==> src/rtl/alu_uart_pkg.sv <==
// Shared constants for the UART-fed ALU path: opcode encodings and controller states.
// Latency: n/a (package only).
// Backpressure: n/a (package only).
// Contents: OP_* opcodes (also decoded by the ALU), ST_* controller state encodings,
//           is_valid_op() opcode membership check.
package alu_uart_pkg;

   localparam int OP_W    = 6;
   localparam int STATE_W = 3;

   localparam logic [OP_W-1:0] OP_ADD = 6'b100000;
   localparam logic [OP_W-1:0] OP_SUB = 6'b100010;
   localparam logic [OP_W-1:0] OP_AND = 6'b100100;
   localparam logic [OP_W-1:0] OP_OR  = 6'b100101;
   localparam logic [OP_W-1:0] OP_XOR = 6'b100110;
   localparam logic [OP_W-1:0] OP_NOR = 6'b100111;
   localparam logic [OP_W-1:0] OP_SRA = 6'b000011;
   localparam logic [OP_W-1:0] OP_SRL = 6'b000010;

   localparam logic [STATE_W-1:0] ST_GET_A  = 3'd0;
   localparam logic [STATE_W-1:0] ST_GET_B  = 3'd1;
   localparam logic [STATE_W-1:0] ST_GET_OP = 3'd2;
   localparam logic [STATE_W-1:0] ST_EXEC   = 3'd3;
   localparam logic [STATE_W-1:0] ST_SEND   = 3'd4;

   function automatic logic is_valid_op(input logic [OP_W-1:0] op);
      case (op)
         OP_ADD, OP_SUB, OP_AND, OP_OR,
         OP_XOR, OP_NOR, OP_SRA, OP_SRL: is_valid_op = 1'b1;
         default:                        is_valid_op = 1'b0;
      endcase
   endfunction

endpackage

==> src/rtl/alu_uart_ctrl_timeout_counter.sv <==
// Saturating idle-cycle counter; flags expiry on the LIMIT-th consecutive enabled cycle.
// Latency: o_expired is combinational from the count and i_enable (no dependence on i_clear).
// Backpressure: none; counts while enabled, holds otherwise, clear wins over enable.
// Ports: i_clk, i_reset (sync, active-high), i_clear (zero next edge),
//        i_enable (count this cycle), o_expired (this enabled cycle is the LIMIT-th).
module timeout_counter #(
   parameter int LIMIT = 100000
) (
   input  logic i_clk,
   input  logic i_reset,
   input  logic i_clear,
   input  logic i_enable,
   output logic o_expired
);

   localparam int CW = $clog2(LIMIT + 1);
   localparam logic [CW-1:0] CNT_MAX  = CW'(LIMIT);
   localparam logic [CW-1:0] CNT_LAST = CW'(LIMIT - 1);

   logic [CW-1:0] cnt_q, cnt_d;

   always_comb begin
      cnt_d = cnt_q;
      if (i_clear) begin
         cnt_d = '0;
      end else if (i_enable && (cnt_q != CNT_MAX)) begin
         // Stops at LIMIT so a stuck enable can never wrap back to zero.
         cnt_d = cnt_q + CW'(1);
      end
   end

   // cnt_q already holds LIMIT-1 idle cycles, so this enabled cycle is the LIMIT-th.
   assign o_expired = i_enable && (cnt_q >= CNT_LAST);

   always_ff @(posedge i_clk) begin
      if (i_reset) begin
         cnt_q <= '0;
      end else begin
         cnt_q <= cnt_d;
      end
   end

endmodule

==> src/rtl/alu_uart_ctrl.sv <==
// Frames RX bytes (A, B, opcode) into ALU operands and pushes the ALU result to the TX FIFO.
// Latency: last RX pop to TX push is 2 cycles (one EXEC cycle, then SEND) when TX is not full.
// Backpressure: RX popped only when non-empty; SEND holds with o_tx_data stable while i_tx_full.
// Ports: i_clk, i_reset (sync, active-high); RX FIFO i_rx_empty/i_rx_data/o_rx_read;
//        TX FIFO i_tx_full/o_tx_write/o_tx_data; ALU o_alu_a/o_alu_b/o_alu_op/i_alu_result;
//        status o_busy, o_op_error, o_timeout (single-cycle pulses).
module alu_uart_ctrl
   import alu_uart_pkg::*;
#(
   parameter int NB_DATA        = 8,
   parameter int NB_OP          = 6,
   parameter int TIMEOUT_CYCLES = 100000
) (
   input  logic               i_clk,
   input  logic               i_reset,
   input  logic               i_rx_empty,
   input  logic [NB_DATA-1:0] i_rx_data,
   output logic               o_rx_read,
   input  logic               i_tx_full,
   output logic               o_tx_write,
   output logic [NB_DATA-1:0] o_tx_data,
   output logic [NB_DATA-1:0] o_alu_a,
   output logic [NB_DATA-1:0] o_alu_b,
   output logic [NB_OP-1:0]   o_alu_op,
   input  logic [NB_DATA-1:0] i_alu_result,
   output logic               o_busy,
   output logic               o_op_error,
   output logic               o_timeout
);

   logic [STATE_W-1:0] state_q,    state_d;
   logic [NB_DATA-1:0] alu_a_q,    alu_a_d;
   logic [NB_DATA-1:0] alu_b_q,    alu_b_d;
   logic [NB_OP-1:0]   alu_op_q,   alu_op_d;
   logic [NB_DATA-1:0] tx_data_q,  tx_data_d;
   logic               op_error_q, op_error_d;
   logic               timeout_q,  timeout_d;

   // Pop/push strobes must coincide with the FIFO flags of the same cycle, so they
   // are decoded from registered state plus the live flag rather than delayed a cycle.
   logic rx_read;
   logic tx_write;

   logic tmo_enable;
   logic tmo_clear;
   logic tmo_expired;

   assign tmo_enable = ((state_q == ST_GET_B) || (state_q == ST_GET_OP)) && i_rx_empty;
   assign tmo_clear  = (state_d != state_q);

   timeout_counter #(
      .LIMIT (TIMEOUT_CYCLES)
   ) u_timeout_counter (
      .i_clk     (i_clk),
      .i_reset   (i_reset),
      .i_clear   (tmo_clear),
      .i_enable  (tmo_enable),
      .o_expired (tmo_expired)
   );

   always_comb begin
      state_d    = state_q;
      alu_a_d    = alu_a_q;
      alu_b_d    = alu_b_q;
      alu_op_d   = alu_op_q;
      tx_data_d  = tx_data_q;
      op_error_d = 1'b0;
      timeout_d  = 1'b0;
      rx_read    = 1'b0;
      tx_write   = 1'b0;

      case (state_q)
         ST_GET_A: begin
            if (!i_rx_empty) begin
               alu_a_d = i_rx_data;
               rx_read = 1'b1;
               state_d = ST_GET_B;
            end
         end
         ST_GET_B: begin
            if (!i_rx_empty) begin
               alu_b_d = i_rx_data;
               rx_read = 1'b1;
               state_d = ST_GET_OP;
            end else if (tmo_expired) begin
               timeout_d = 1'b1;
               state_d   = ST_GET_A;
            end
         end
         ST_GET_OP: begin
            if (!i_rx_empty) begin
               alu_op_d = i_rx_data[NB_OP-1:0];
               rx_read  = 1'b1;
               if (is_valid_op(OP_W'(i_rx_data[NB_OP-1:0]))) begin
                  state_d = ST_EXEC;
               end else begin
                  op_error_d = 1'b1;
                  state_d    = ST_GET_A;
               end
            end else if (tmo_expired) begin
               timeout_d = 1'b1;
               state_d   = ST_GET_A;
            end
         end
         ST_EXEC: begin
            tx_data_d = i_alu_result;
            state_d   = ST_SEND;
         end
         ST_SEND: begin
            if (!i_tx_full) begin
               tx_write = 1'b1;
               state_d  = ST_GET_A;
            end
         end
         default: begin
            state_d = ST_GET_A;
         end
      endcase

      // Reset wins: nothing may be popped or pushed in the reset cycle.
      if (i_reset) begin
         rx_read  = 1'b0;
         tx_write = 1'b0;
      end
   end

   always_ff @(posedge i_clk) begin
      if (i_reset) begin
         state_q    <= ST_GET_A;
         alu_a_q    <= '0;
         alu_b_q    <= '0;
         alu_op_q   <= '0;
         tx_data_q  <= '0;
         op_error_q <= 1'b0;
         timeout_q  <= 1'b0;
      end else begin
         state_q    <= state_d;
         alu_a_q    <= alu_a_d;
         alu_b_q    <= alu_b_d;
         alu_op_q   <= alu_op_d;
         tx_data_q  <= tx_data_d;
         op_error_q <= op_error_d;
         timeout_q  <= timeout_d;
      end
   end

   assign o_rx_read  = rx_read;
   assign o_tx_write = tx_write;
   assign o_tx_data  = tx_data_q;
   assign o_alu_a    = alu_a_q;
   assign o_alu_b    = alu_b_q;
   assign o_alu_op   = alu_op_q;
   assign o_busy     = (state_q != ST_GET_A);
   assign o_op_error = op_error_q;
   assign o_timeout  = timeout_q;

endmodule

==> config.mk <==
export PLATFORM = sky130hd
export DESIGN_NAME = alu_uart_ctrl
export DESIGN_NICKNAME = d
export VERILOG_FILES = /design/src/rtl/alu_uart_pkg.sv /design/src/rtl/alu_uart_ctrl_timeout_counter.sv /design/src/rtl/alu_uart_ctrl.sv
export SDC_FILE = /design/constraint.sdc
export NUM_CORES = 1
export LEC_CHECK = 0
export CORE_ASPECT_RATIO = 0.75
export CORE_MARGIN = 5
export CORE_UTILIZATION = 50
export CTS_CLUSTER_DIAMETER = 40
export DETAILED_ROUTE_END_ITERATION = 16
export GPL_TIMING_DRIVEN = 0
export MAX_ROUTING_LAYER = met4
export PLACE_DENSITY_LB_ADDON = 0.3
export SYNTH_ARGS = -nofsm -noshare
export SYNTH_HDL_FRONTEND = slang
export SYNTH_SLANG_ARGS = --single-unit
==> constraint.sdc <==
create_clock -name i_clk -period 2.6 [get_ports i_clk]
set_input_delay 0.78 -clock i_clk [delete_from_list [all_inputs] [get_ports i_clk]]
set_output_delay 0.78 -clock i_clk [all_outputs]
set_load 0.01 [all_outputs]
==> After elaboration in Yosys (flattened, before gate mapping) <==
Cells that the tools add are included.
{ "classes": {"bitwise": 3, "add_sub_neg": 1, "mux": 18, "eq_ne": 14, "n_lt_le_gt_ge": 1, "reduce_logical": 15} }
{ "op_table": {"columns": ["operator", "count"], "rows": [
  ["6-bit equality test (second input constant)", 6],
  ["17-bit by 1-bit adder with 17-bit output (second input constant)", 1],
  ["17-bit >= comparator (second input constant)", 1],
  ["17-bit inequality test (second input constant)", 1],
  ["3-bit 2-to-1 mux", 5],
  ["3-bit one-hot mux with 5 select lines", 1],
  ["6-bit by 2-bit equality test with 1-bit output (second input constant)", 2],
  ["1-bit 2-to-1 mux", 11],
  ["3-bit OR reduction", 3],
  ["8-bit OR reduction", 1],
  ["3-bit by 2-bit equality test with 1-bit output (second input constant)", 2],
  ["2-bit AND reduction", 3],
  ["2-bit OR reduction", 2],
  ["3-bit by 1-bit equality test with 1-bit output (second input constant)", 1],
  ["3-bit equality test (second input constant)", 1],
  ["1-bit logical AND", 3],
  ["3-bit zero test", 1],
  ["3-bit inequality test", 1],
  ["1-bit inverter", 3],
  ["3-bit nonzero test", 1],
  ["2-bit 2-to-1 mux", 1],
  ["1-bit logical OR", 1]
]} }
{ "word_totals": {"elab_cells": 60, "output_inout_bits": 35, "ff_bits": 52} }

==> Depth between registers and ports, before layout <==
Gate-level depths: netlist (run 1).
{ "logic_depth": {"ltp_word": 10, "mapped_depth": 9, "depth_no_buf": 8} }

==> Modules after synthesis <==
Synthesis (run 1) repeated with hierarchy kept, for this count alone.
{ "unflattened": {"cells_unflattened": 293, "area_unflattened_um2": 2342.2} }
{ "modules_own_cells": {"columns": ["mod", "cells_each", "n_inst", "area_per_inst_um2", "seq_area_each_um2"], "rows": [
  ["alu_uart_ctrl", 182, 1, 1420.1, 700.7],
  ["timeout_counter", 111, 1, 922.1, 340.3]
]} }

==> Worst setup path before layout (run 1) <==
OpenSTA, ideal clock, no wires.
{ "synth_path": {"path_kind": "input to output", "from": "input i_reset", "to": "output o_rx_read", "stages": 3, "path_slack_ns": 0.191, "arrival_ns": 1.629, "required_time_ns": 1.820, "n_path_buf": 1, "path_cell_list": "buf_1 a211oi_1 nor2b_1"} }
{ "synth_via": {"elab_chain_len": 1} }
{ "synth_rtl": {"columns": ["item", "line", "rtl"], "rows": [
  ["start: declaration", "alu_uart_ctrl.sv:15", "input logic i_reset,"],
  ["1-bit 2-to-1 mux", "alu_uart_ctrl.sv:121", "if (i_reset) begin"],
  ["end: declaration", "alu_uart_ctrl.sv:18", "output logic o_rx_read,"]
]} }
Every way passes these cells.

==> Worst setup path in the final report (run 1) <==
{ "layout_path": {"from": "register state_q[2]", "to": "output o_busy"} }
{ "layout_via": {"elab_chain_len": 1} }
{ "layout_rtl": {"columns": ["item", "line", "rtl"], "rows": [
  ["start: declaration", "alu_uart_ctrl.sv:31", "logic [STATE_W-1:0] state_q, state_d;"],
  ["start signal: assignment", "alu_uart_ctrl.sv:137", "state_q <= state_d;"],
  ["3-bit nonzero test", "alu_uart_ctrl.sv:153", "assign o_busy = (state_q != ST_GET_A);"],
  ["end: declaration", "alu_uart_ctrl.sv:26", "output logic o_busy,"]
]} }
Every way passes these cells.

==> results of run 1 <==
==> registers in the layout (all words and copies together) (netlist names) <==
register	flops
u_timeout_counter.cnt_q	17
o_alu_a	8
o_alu_b	8
o_tx_data	8
o_alu_op	6
state_q	3
o_op_error	1
o_timeout	1
==> cells in the mapped netlist, types with 2 or more instances <==
cell / number
a211oi_1: 2
a21oi_1: 22
and2_1: 2
and3_1: 3
and4_1: 2
buf_6: 3
clkbuf_1: 8
dfxtp_1: 52
ha_1: 2
inv_1: 4
mux2i_1: 14
nand2_1: 47
nand2b_1: 4
nand3_1: 5
nand4_1: 3
nor2_1: 26
nor3_1: 12
nor3_2: 10
nor4_2: 2
or3_1: 2
xnor2_1: 9
xor2_1: 9
==> metrics by stage <==
stage          util, %  setup slack (ns)  hold WS [ns]
6_report          68.1            0.0876         0.456
3_5_place_dp      65.4            -0.423         0.445
2_1_floorplan        -             0.191         0.481
5_1_grt           68.1           0.00833         0.484
4_1_cts           67.8           0.00152         0.459
3_3_place_gp      65.4            -0.392         0.441
==> layout make-up <==
type	instances	area, µm²
fillers	375	1450
multi-input cells	196	1260
flip-flops and latches	52	1040
repair buffers	53	529
plain buffers	14	82.6
well taps	57	71.3
clock buffers	5	68.8
clock inverters	3	27.5
inverters	4	15.0
==> worst max-delay path: stages (launching register included) <==
cell	delay, ns
dfxtp_1	0.35
buf_2	0.20
or3_1	0.39
clkdlybuf4s50_1	0.49
==> what timing repair did <==
action                     in CTS  in global routing
hold buffers                    0                  0
pin swaps                       1                  0
buffers inserted                1                  0
hold endpoints to repair        0                  0
setup endpoints to repair       3                  9
gates resized for setup         4                  3
==> how the worst max path moves through the flow <==
stage,slack (ns),to,depth (start not counted)
global placement,-0.39,o_rx_read,4
CTS,0.002,o_rx_read,4
finish,0.09,o_busy,3
floorplan,0.19,o_rx_read,3
global route,0.008,o_busy,3
detailed placement,-0.42,o_rx_read,4
==> metal layers <==
layer | part of all wire (%) | vias to the layer above
li1 | - | 1030
met1 | 49 | 946
met5 | 0 | -
met4 | 0.68 | 0
met2 | 44 | 43
met3 | 5.8 | 6
==> cells by family after synthesis <==
family / share of synthesized area [%]
AO/OA/AOI/OAI: 8.36
XOR/XNOR: 7.30
adder cells (fa/ha/maj): 1.05
buffers and inverters: 3.99
flip-flops: 43.7
multiplexers: 5.89
AND/OR/NAND/NOR: 29.7
==> layout by cell type (no fill, tap or decap), types with 2 or more instances in the layout <==
| master | n |
|---|---|
| nand3_1 | 5 |
| and4_1 | 2 |
| nor2_1 | 26 |
| mux2i_1 | 14 |
| clkbuf_1 | 7 |
| or3_1 | 2 |
| buf_4 | 2 |
| nor3_1 | 12 |
| nand2b_1 | 4 |
| and3_1 | 3 |
| inv_1 | 4 |
| nand4_1 | 3 |
| clkdlybuf4s50_1 | 50 |
| and2_1 | 2 |
| clkbuf_8 | 5 |
| xnor2_1 | 9 |
| buf_6 | 3 |
| ha_1 | 2 |
| nand2_1 | 47 |
| a21oi_1 | 22 |
| buf_2 | 3 |
| nor3_2 | 10 |
| xor2_1 | 9 |
| dfxtp_1 | 52 |
| nor4_2 | 2 |
==> power by group <==
part           internal (mW)  switching (mW)  total (mW)
Sequential             0.821          0.0150       0.836
Combinational          0.149           0.175       0.324
Clock                  0.198           0.281       0.479
==> impl_results.md, run 1 <==
* CP max FO at 10
* RD Place Congestion at 0.825
* Via count at 2,025
* Global Route met1 Usage at 26.0%
* Total track usage at 18.6%
* Top_reg_cell synth: dfxtp_1
* Synth top area share at 43.7%
* Final Instance Area at 3100 µm²
* Detail Route Antenna Nets at 0
* Clock Latency Late Sink at 0.31 ns
* Hold Path Cell Cnt at 2
* Gr ovfl total at 0
* Worst reg2reg setup slack at 0.30 ns
* CP arrival at 1.73 ns
* Synth Net Count at 288
* FF-to-FF End: u_timeout_counter.cnt_q[7]
* # IOs at 55
* CTS root buf: clkbuf_8
* Final min period at 2.51 ns
* Antenna violations before repair at 0
* Row count at 21
* Placed cell area at 2970 µm²
* Num CTS Buffers at 5
* Peak supply drop at 0.380 mV
* Fin nets at 348
* Seq/Total Area, Yosys at 43.7%
* Min-Delay Endpoint: o_tx_data[3]
* Setup tns final at 0 ns
* H-tree depth at 2
* Vias/cell at 5.27
* GR peak layer: met2
* Crit Path Class: reg -> out
* Rel. slew slack at 15.9%
* Max-Cap Viols at 0
* First-pass GRT wire length at 9030 µm
* Netlist area before placement at 2380 µm²
* CTS tree: built
* Total clock sinks at 52
* GR Util met3 at 5.94%
* Ys Warns at 0
* Hpwl dp at 4050 µm
* Chip Width at 89.7 µm
* Finished Layout Cells at 384
* Syn_area_per_cell at 8.95 µm²
* DR DRC count at 0
* Final Setup Violations at 0
* HP Class: reg -> reg
* Total power draw at 1.64 mW
* Layout cells sized above 1 at 12.5%
* Area Overhead vs Synth at 30.1%
* Reg2Reg Depth at 7
* Ys async rst share at 0%
* Inst Count DP at 375
* Area leader, netlist: dfxtp_1
* Status: finished clean
* Reg clk slew, reported paths at 0.10 ns
* Die height at 69.8 µm
* CP Launch Point: state_q[2]
* Pwr dens at 529 nW/µm²
* Clk buf depth at 2
* Max Clk Rate at 0.398 GHz
* HP Start: o_tx_data[3]
* Post-synth EDFFs at 0
* WL/cell at 14.2 µm
* Number of diodes at 0
* Slew @ Worst Pin at 1.25 ns
* Lkg Pwr at 1.06 nW
* RSZ-0062 raised after global routing: false
* First DRT Iteration DRCs at 166
* Post-Syn Instances at 266
* Initial core utilization at 52.4%
* Worst Setup End Kind: output port
* Largest net degree at the start of global routing at 19
* Drt pass-1 iters at 4
* R2R Path Start: u_timeout_counter.cnt_q[12]
* Slew Limit Fails at 0
* Fin crit share at 96.6%
* Synthesis-stage register bit count at 52
* Routed Wire Length at 5450 µm
* Core area at 4550 µm²
* Type of origin of the critical path: flip-flop
* Vias in the first global route at 1,870
* Yosys cell types at 45
* Top post-synthesis cells by area: dfxtp_1 44%, nand2_1 7.4%, mux2i_1 5.9%, a21oi_1 4.6%, nor3_2 4.2%
* CP Data Required Time at 1.82 ns
* I/O Buffers at 52
* Worst Skew at 0.0109 ns
* Hold Fails Final Rpt at 0
* Die ar. at 6260 µm²
* M2 GR Usage at 26.5%
Note: power is estimated with default switching activity, not from simulation.
==> run 2: changes to the inputs <==
--- a/config.mk
+++ b/config.mk
@@ -7,7 +7,7 @@
 export LEC_CHECK = 0
 export CORE_ASPECT_RATIO = 0.75
 export CORE_MARGIN = 5
-export CORE_UTILIZATION = 50
+export CORE_UTILIZATION = 45
 export CTS_CLUSTER_DIAMETER = 40
 export DETAILED_ROUTE_END_ITERATION = 16
 export GPL_TIMING_DRIVEN = 0
==> run 2 against run 1 <==
Cell count up 3.9%; register-to-register slack barely moved; power rose by 12%; fmax barely moved; first-iteration DRC count fell by 55%.
==> impl_results.md, run 2 (synthesis gave the netlist of run 1 again) <==
* Rel. slew slack at 18.2% (was 15.9%)
* Most common cell after layout, fill and taps aside: dfxtp_1 (unchanged)
* CP cell instances: buf_2 -> or3_1 -> clkdlybuf4s50_1 (unchanged)
* Reg2Reg Depth at 7 (unchanged)
* CP Data Required Time at 1.82 ns (about the same)
* Row count at 22 (was 21)
* R2R Path Start: u_timeout_counter.cnt_q[12] (unchanged)
* Total power draw at 1.83 mW (was 1.64 mW)
* CP Launch Point: state_q[2] (unchanged)
* Inst Count DP at 390 (was 375)
* Number of diodes at 0 (unchanged)
* Vias in the first global route at 1,831 (was 1,870)
* Layout cells sized above 1 at 12.5% (unchanged)
* Vias/cell at 5.01 (was 5.27)
* Worst Skew at 0.0129 ns (was 0.0109 ns)
* Pwr dens at 579 nW/µm² (was 529 nW/µm²)
* Final Setup Violations at 0 (unchanged)
* RSZ-0062 raised after global routing: false (unchanged)
* Hold Path Cell Cnt at 2 (unchanged)
* Slew Limit Fails at 0 (unchanged)
* Antenna violations before repair at 0 (unchanged)
* Hold Fails Final Rpt at 0 (unchanged)
* CTS root buf: clkbuf_8 (unchanged)
* FF-to-FF End: u_timeout_counter.cnt_q[7] (unchanged)
* Drt pass-1 iters at 4 (unchanged)
* RD Place Congestion at 0.787 (was 0.825)
* Reg clk slew, reported paths at 0.10 ns (about the same)
* Most flops, register: u_timeout_counter.cnt_q (unchanged)
* Slew @ Worst Pin at 1.22 ns (was 1.25 ns)
* I/O Buffers at 52 (unchanged)
* Setup tns final at 0 ns (unchanged)
* Max Clk Rate at 0.398 GHz (about the same)
* Peak supply drop at 0.274 mV (was 0.380 mV)
* Crit Path Class: reg -> out (unchanged)
* First DRT Iteration DRCs at 75 (was 166)
* WL/cell at 13.9 µm (was 14.2 µm)
* Die ar. at 6860 µm² (was 6260 µm²)
* Core area at 5010 µm² (was 4550 µm²)
* CP arrival at 1.73 ns (about the same)
* Clock Latency Late Sink at 0.31 ns (about the same)
* Lkg Pwr at 1.08 nW (was 1.06 nW)
* Largest net degree at the start of global routing at 18 (was 19)
* CTS Hold Buffers Added at 0 (unchanged)
* Min Hold Slack at 0.458 ns (was 0.456 ns)
* Area Overhead vs Synth at 32.6% (was 30.1%)
* Status: finished clean (unchanged)
* Num CTS Buffers at 5 (unchanged)
* Routed Wire Length at 5540 µm (was 5450 µm)
* Clk buf depth at 2 (unchanged)
* Slowest stage delay, CP at 0.48 ns (was 0.49 ns)
* Finished Layout Cells at 399 (was 384)
* HP Class: reg -> reg (unchanged)
* Type of origin of the critical path: flip-flop (unchanged)
* Fin nets at 348 (unchanged)
* CTS tree: built (unchanged)
* Die height at 73.0 µm (was 69.8 µm)
* Most frequent cells in the layout: 52 x dfxtp_1, 50 x clkdlybuf4s50_1, 47 x nand2_1 (unchanged)
* DR DRC count at 0 (unchanged)
* Final min period at 2.51 ns (about the same)
* Via count at 2,000 (was 2,025)
* # IOs at 55 (unchanged)
* Chip Width at 94.0 µm (was 89.7 µm)
* First-pass GRT wire length at 8970 µm (was 9030 µm)
* Initial core utilization at 47.5% (was 52.4%)
* Worst Setup End Kind: output port (unchanged)
* HP Start: o_tx_data[2] (was o_tx_data[3])
* Hpwl dp at 4020 µm (was 4050 µm)
* CP max FO at 10 (unchanged)
* Fin crit share at 96.7% (was 96.6%)
* Crit path to: o_busy (unchanged)
* Worst reg2reg setup slack at 0.30 ns (about the same)
* Max reg flops at 17 (unchanged)
* Total clock sinks at 52 (unchanged)
* Slowest CP cell: clkdlybuf4s50_1 (unchanged)
* Gr ovfl total at 0 (unchanged)
* Detail Route Antenna Nets at 0 (unchanged)
* Total track usage at 17.0% (was 18.6%)
* H-tree depth at 2 (unchanged)
* Max-Cap Viols at 0 (unchanged)
run 2: final cells by class:
cell class              instances  area (µm²)
inverters                       4        15.0
flip-flops and latches         52        1040
well taps                      72        90.1
repair buffers                 53         529
clock inverters                 3        68.8
multi-input cells             196        1260
clock buffers                   5        68.8
plain buffers                  14        82.6
fillers                       428        1850
run 2: layer usage:
| metal | track usage (%) | vias to the layer above | share of wire (%) |
|---|---|---|---|
| li1 | - | 1028 | - |
| met1 | 23.7 | 912 | 50 |
| met2 | 23.6 | 56 | 43 |
| met3 | 4.54 | 4 | 6.2 |
| met4 | 5.77 | 0 | 1.0 |
| met5 | - | - | 0 |
run 2: where the power goes:
group          leakage, nW  internal, mW  switching [mW]
Clock               0.0687         0.388           0.279
Sequential           0.421         0.821          0.0154
Combinational        0.590         0.149           0.176
Total                 1.08          1.36           0.470
run 2: metrics by stage:
step | instance area [µm²] | setup WS (ns) | utilization [%]
final | 3160 | 0.0870 | 63.0
after global routing | 3160 | 0.00572 | 63.0
after CTS | 3140 | 0.00801 | 62.7
after detailed placement | 2990 | -0.412 | 59.7
after global placement | 2990 | -0.398 | 59.7
after floorplan | 2380 | 0.191 | -
run 2: critical path: cells and delay by family, from the launching register on:
family,cells,cell delay [ns]
simple gates,1,0.38
flops,1,0.35
buf+inv,2,0.68
run 2: worst min path at each step:
stage	to	slack, ns
floorplan	o_alu_b[0]	0.48
global placement	o_tx_data[0]	0.44
detailed placement	o_tx_data[4]	0.45
CTS	o_tx_data[4]	0.46
global route	o_alu_b[5]	0.47
finish	o_tx_data[2]	0.46
run 2: repair_timing:
item | CTS | global route
pin swaps | 1 | 0
gates cloned | 0 | 0
gates resized for setup | 4 | 3
endpoints found under the setup margin | 2 | 12
setup buffers | 1 | 0
==> run 3: changes to the inputs <==
--- a/config.mk
+++ b/config.mk
@@ -5,9 +5,10 @@
 export SDC_FILE = /design/constraint.sdc
 export NUM_CORES = 1
 export LEC_CHECK = 0
-export CORE_ASPECT_RATIO = 0.75
+export CORE_ASPECT_RATIO = 1.4
 export CORE_MARGIN = 5
 export CORE_UTILIZATION = 45
+export CTS_BUF_LIST = sky130_fd_sc_hd__clkbuf_4 sky130_fd_sc_hd__clkbuf_8 sky130_fd_sc_hd__clkbuf_16
 export CTS_CLUSTER_DIAMETER = 40
 export DETAILED_ROUTE_END_ITERATION = 16
 export GPL_TIMING_DRIVEN = 0
==> run 3 against run 2 <==
Final area down 0.83%; clock-buffer cell count is 1 higher; via count decreased by 0.50%; power shrank 5.3%; register-to-register slack improved by 0.05 ns; hold slack improved by 0.00093 ns; core utilization down 2.3 points; sequential cell count unchanged; non-clock buffer count is the same; first-iteration DRC count shrank 28%; critical path type unchanged.
==> impl_results.md, run 3 (synthesis gave the netlist of run 1 again) <==
* Sequential cell area at 1040 µm² (unchanged)
* Area Overhead vs Synth at 31.5% (was 32.6%)
* Fin nets at 348 (unchanged)
* Most frequent cells in the layout: 52 x dfxtp_1, 50 x clkdlybuf4s50_1, 47 x nand2_1 (unchanged)
* Max Clk Rate at 0.398 GHz (about the same)
* Most common cell after layout, fill and taps aside: dfxtp_1 (unchanged)
* Drt pass-1 iters at 4 (unchanged)
* Worst Skew at 0.0110 ns (was 0.0129 ns)
* Routed Wire Length at 5420 µm (was 5540 µm)
* Power share of the combinational group at 18.4% (was 17.8%)
* Lkg Pwr at 1.06 nW (was 1.08 nW)
* RD Place Congestion at 0.804 (was 0.787)
* CTS root buf: clkbuf_8 (unchanged)
* Die height at 96.1 µm (was 73.0 µm)
* Antenna violations before repair at 0 (unchanged)
* Slew @ Worst Pin at 1.23 ns (was 1.22 ns)
* Initial core utilization at 46.2% (was 47.5%)
* RSZ-0062 raised after global routing: false (unchanged)
* Internal at 1.27 mW (was 1.36 mW)
* Pwr dens at 553 nW/µm² (was 579 nW/µm²)
* CP Data Required Time at 1.82 ns (about the same)
* Die ar. at 6870 µm² (was 6860 µm²)
* Sequential fraction of design power at 48.3% (was 45.8%)
* First DRT Iteration DRCs at 54 (was 75)
* Core area at 5160 µm² (was 5010 µm²)
* Vias in the first global route at 2,094 (was 1,831)
* Setup tns final at 0 ns (unchanged)
* Chip Width at 71.5 µm (was 94.0 µm)
* Num CTS Buffers at 5 (unchanged)
* Hpwl dp at 4110 µm (was 4020 µm)
* WL/cell at 13.8 µm (was 13.9 µm)
* Rel. slew slack at 17.2% (was 18.2%)
* Gr ovfl total at 0 (unchanged)
* Max reg flops at 17 (unchanged)
* Final min period at 2.51 ns (about the same)
* Layout filler cell count at 486 (was 428)
* Reg clk slew, reported paths at 0.10 ns (about the same)
* HP Class: reg -> reg (unchanged)
* Hold Fails Final Rpt at 0 (unchanged)
* Switching Power at 0.459 mW (was 0.470 mW)
* Finished Layout Cells at 393 (was 399)
* Max-Cap Viols at 0 (unchanged)
* I/O Buffers at 52 (unchanged)
* Via count at 1,990 (was 2,000)
* Total power draw at 1.73 mW (was 1.83 mW)
* Type of origin of the critical path: flip-flop (unchanged)
* CP arrival at 1.73 ns (about the same)
* Row count at 31 (was 22)
* H-tree depth at 2 (unchanged)
* Clk buf depth at 2 (unchanged)
* Total clock sinks at 52 (unchanged)
* Worst Setup End Kind: output port (unchanged)
* Layout cells sized above 1 at 13.1% (was 12.5%)
* Clock Power Share at 33.2% (was 36.4%)
* Multi-input gate area at 1270 µm² (was 1260 µm²)
* First-pass GRT wire length at 9330 µm (was 8970 µm)
* Peak supply drop at 0.336 mV (was 0.274 mV)
* Total track usage at 17.6% (was 17.0%)
* Slew Limit Fails at 0 (unchanged)
* Fin crit share at 96.6% (was 96.7%)
* Vias/cell at 5.06 (was 5.01)
* Sw frac at 26.5% (was 25.7%)
* Number of diodes at 0 (unchanged)
* # IOs at 55 (unchanged)
* DR DRC count at 0 (unchanged)
* Crit Path Class: reg -> out (unchanged)
* Detail Route Antenna Nets at 0 (unchanged)
* Most flops, register: u_timeout_counter.cnt_q (unchanged)
* Final Setup Violations at 0 (unchanged)
* Status: finished clean (unchanged)
* Inst Count DP at 384 (was 390)
* Largest net degree at the start of global routing at 17 (was 18)
* Clock Latency Late Sink at 0.31 ns (about the same)
* CP max FO at 10 (unchanged)
* CTS tree: built (unchanged)
[run 3: cell types whose count changed in the layout (fill, tap and decap cells not counted)]
cell	delta
buf_2	-1
bufinv_16	-1
clkbuf_2	+1
clkbuf_4	+1
dlygate4sd2_1	+1
dlymetal6s2s_1	-1
nor2b_1	-1
nor2b_2	+1
o31ai_1	-1
o31ai_2	+1
[run 3: worst max-delay path, stage by stage, from the launching register on]
cell	delay, ns
dfxtp_1	0.34
clkbuf_2	0.20
or3_1	0.39
clkdlybuf4s50_1	0.49
[run 3: what timing repair did]
item,CTS,global route
resized for setup,6,2
endpoints found under the hold margin,0,0
pin swaps,1,0
endpoints found under the setup margin,2,10
buffers inserted,1,0
hold buffers,0,0
[run 3: path summary, 6_finish.rpt]
path,startpoint,endpoint,slack (ns),depth (start not counted)
worst min register to register,o_alu_b[0],o_alu_b[0],0.46,2
worst max register to register,u_timeout_counter.cnt_q[12],u_timeout_counter.cnt_q[8],0.35,7
worst max-delay path,state_q[2],o_busy,0.09,3
worst min-delay path,o_alu_b[0],o_alu_b[0],0.46,2
[run 3: layer usage]
| metal | global-route usage [%] | share of wire [%] |
|---|---|---|
| met1 | 17.6 | 39 |
| met2 | 33.5 | 55 |
| met3 | 3.97 | 4.3 |
| met4 | 5.64 | 1.1 |
| met5 | - | 0 |
[run 3: area by class of cell]
type	count	area share [%]
Multi-Input combinational cell	196	40.5
Sequential cell	52	33.3
Timing Repair Buffer	53	16.8
Buffer	14	2.64
Tap cell	66	2.64
Clock buffer	6	2.44
Clock inverter	2	1.24
Inverter	4	0.480
[run 3: power groups by stage]
stage                     registers (mW)  clock network [mW]  logic, mW
final                              0.837               0.575      0.319
after detailed placement           0.855                   0      0.310
after floorplan                    0.863                   0      0.181
after CTS                          0.837               0.585      0.314
after global placement             0.854                   0      0.307
after global routing               0.840               0.621      0.349
[run 3: through the flow]
step / utilization [%] / setup WS, ns / hold WS (ns) / instance area [µm²]
final: 60.7 / 0.0876 / 0.459 / 3130
after global routing: 60.7 / 0.0237 / 0.487 / 3130
after CTS: 60.4 / 0.0767 / 0.461 / 3110
after detailed placement: 57.8 / -0.467 / 0.446 / 2980
after global placement: 57.8 / -0.452 / 0.441 / 2980
after floorplan: - / 0.191 / 0.481 / 2380
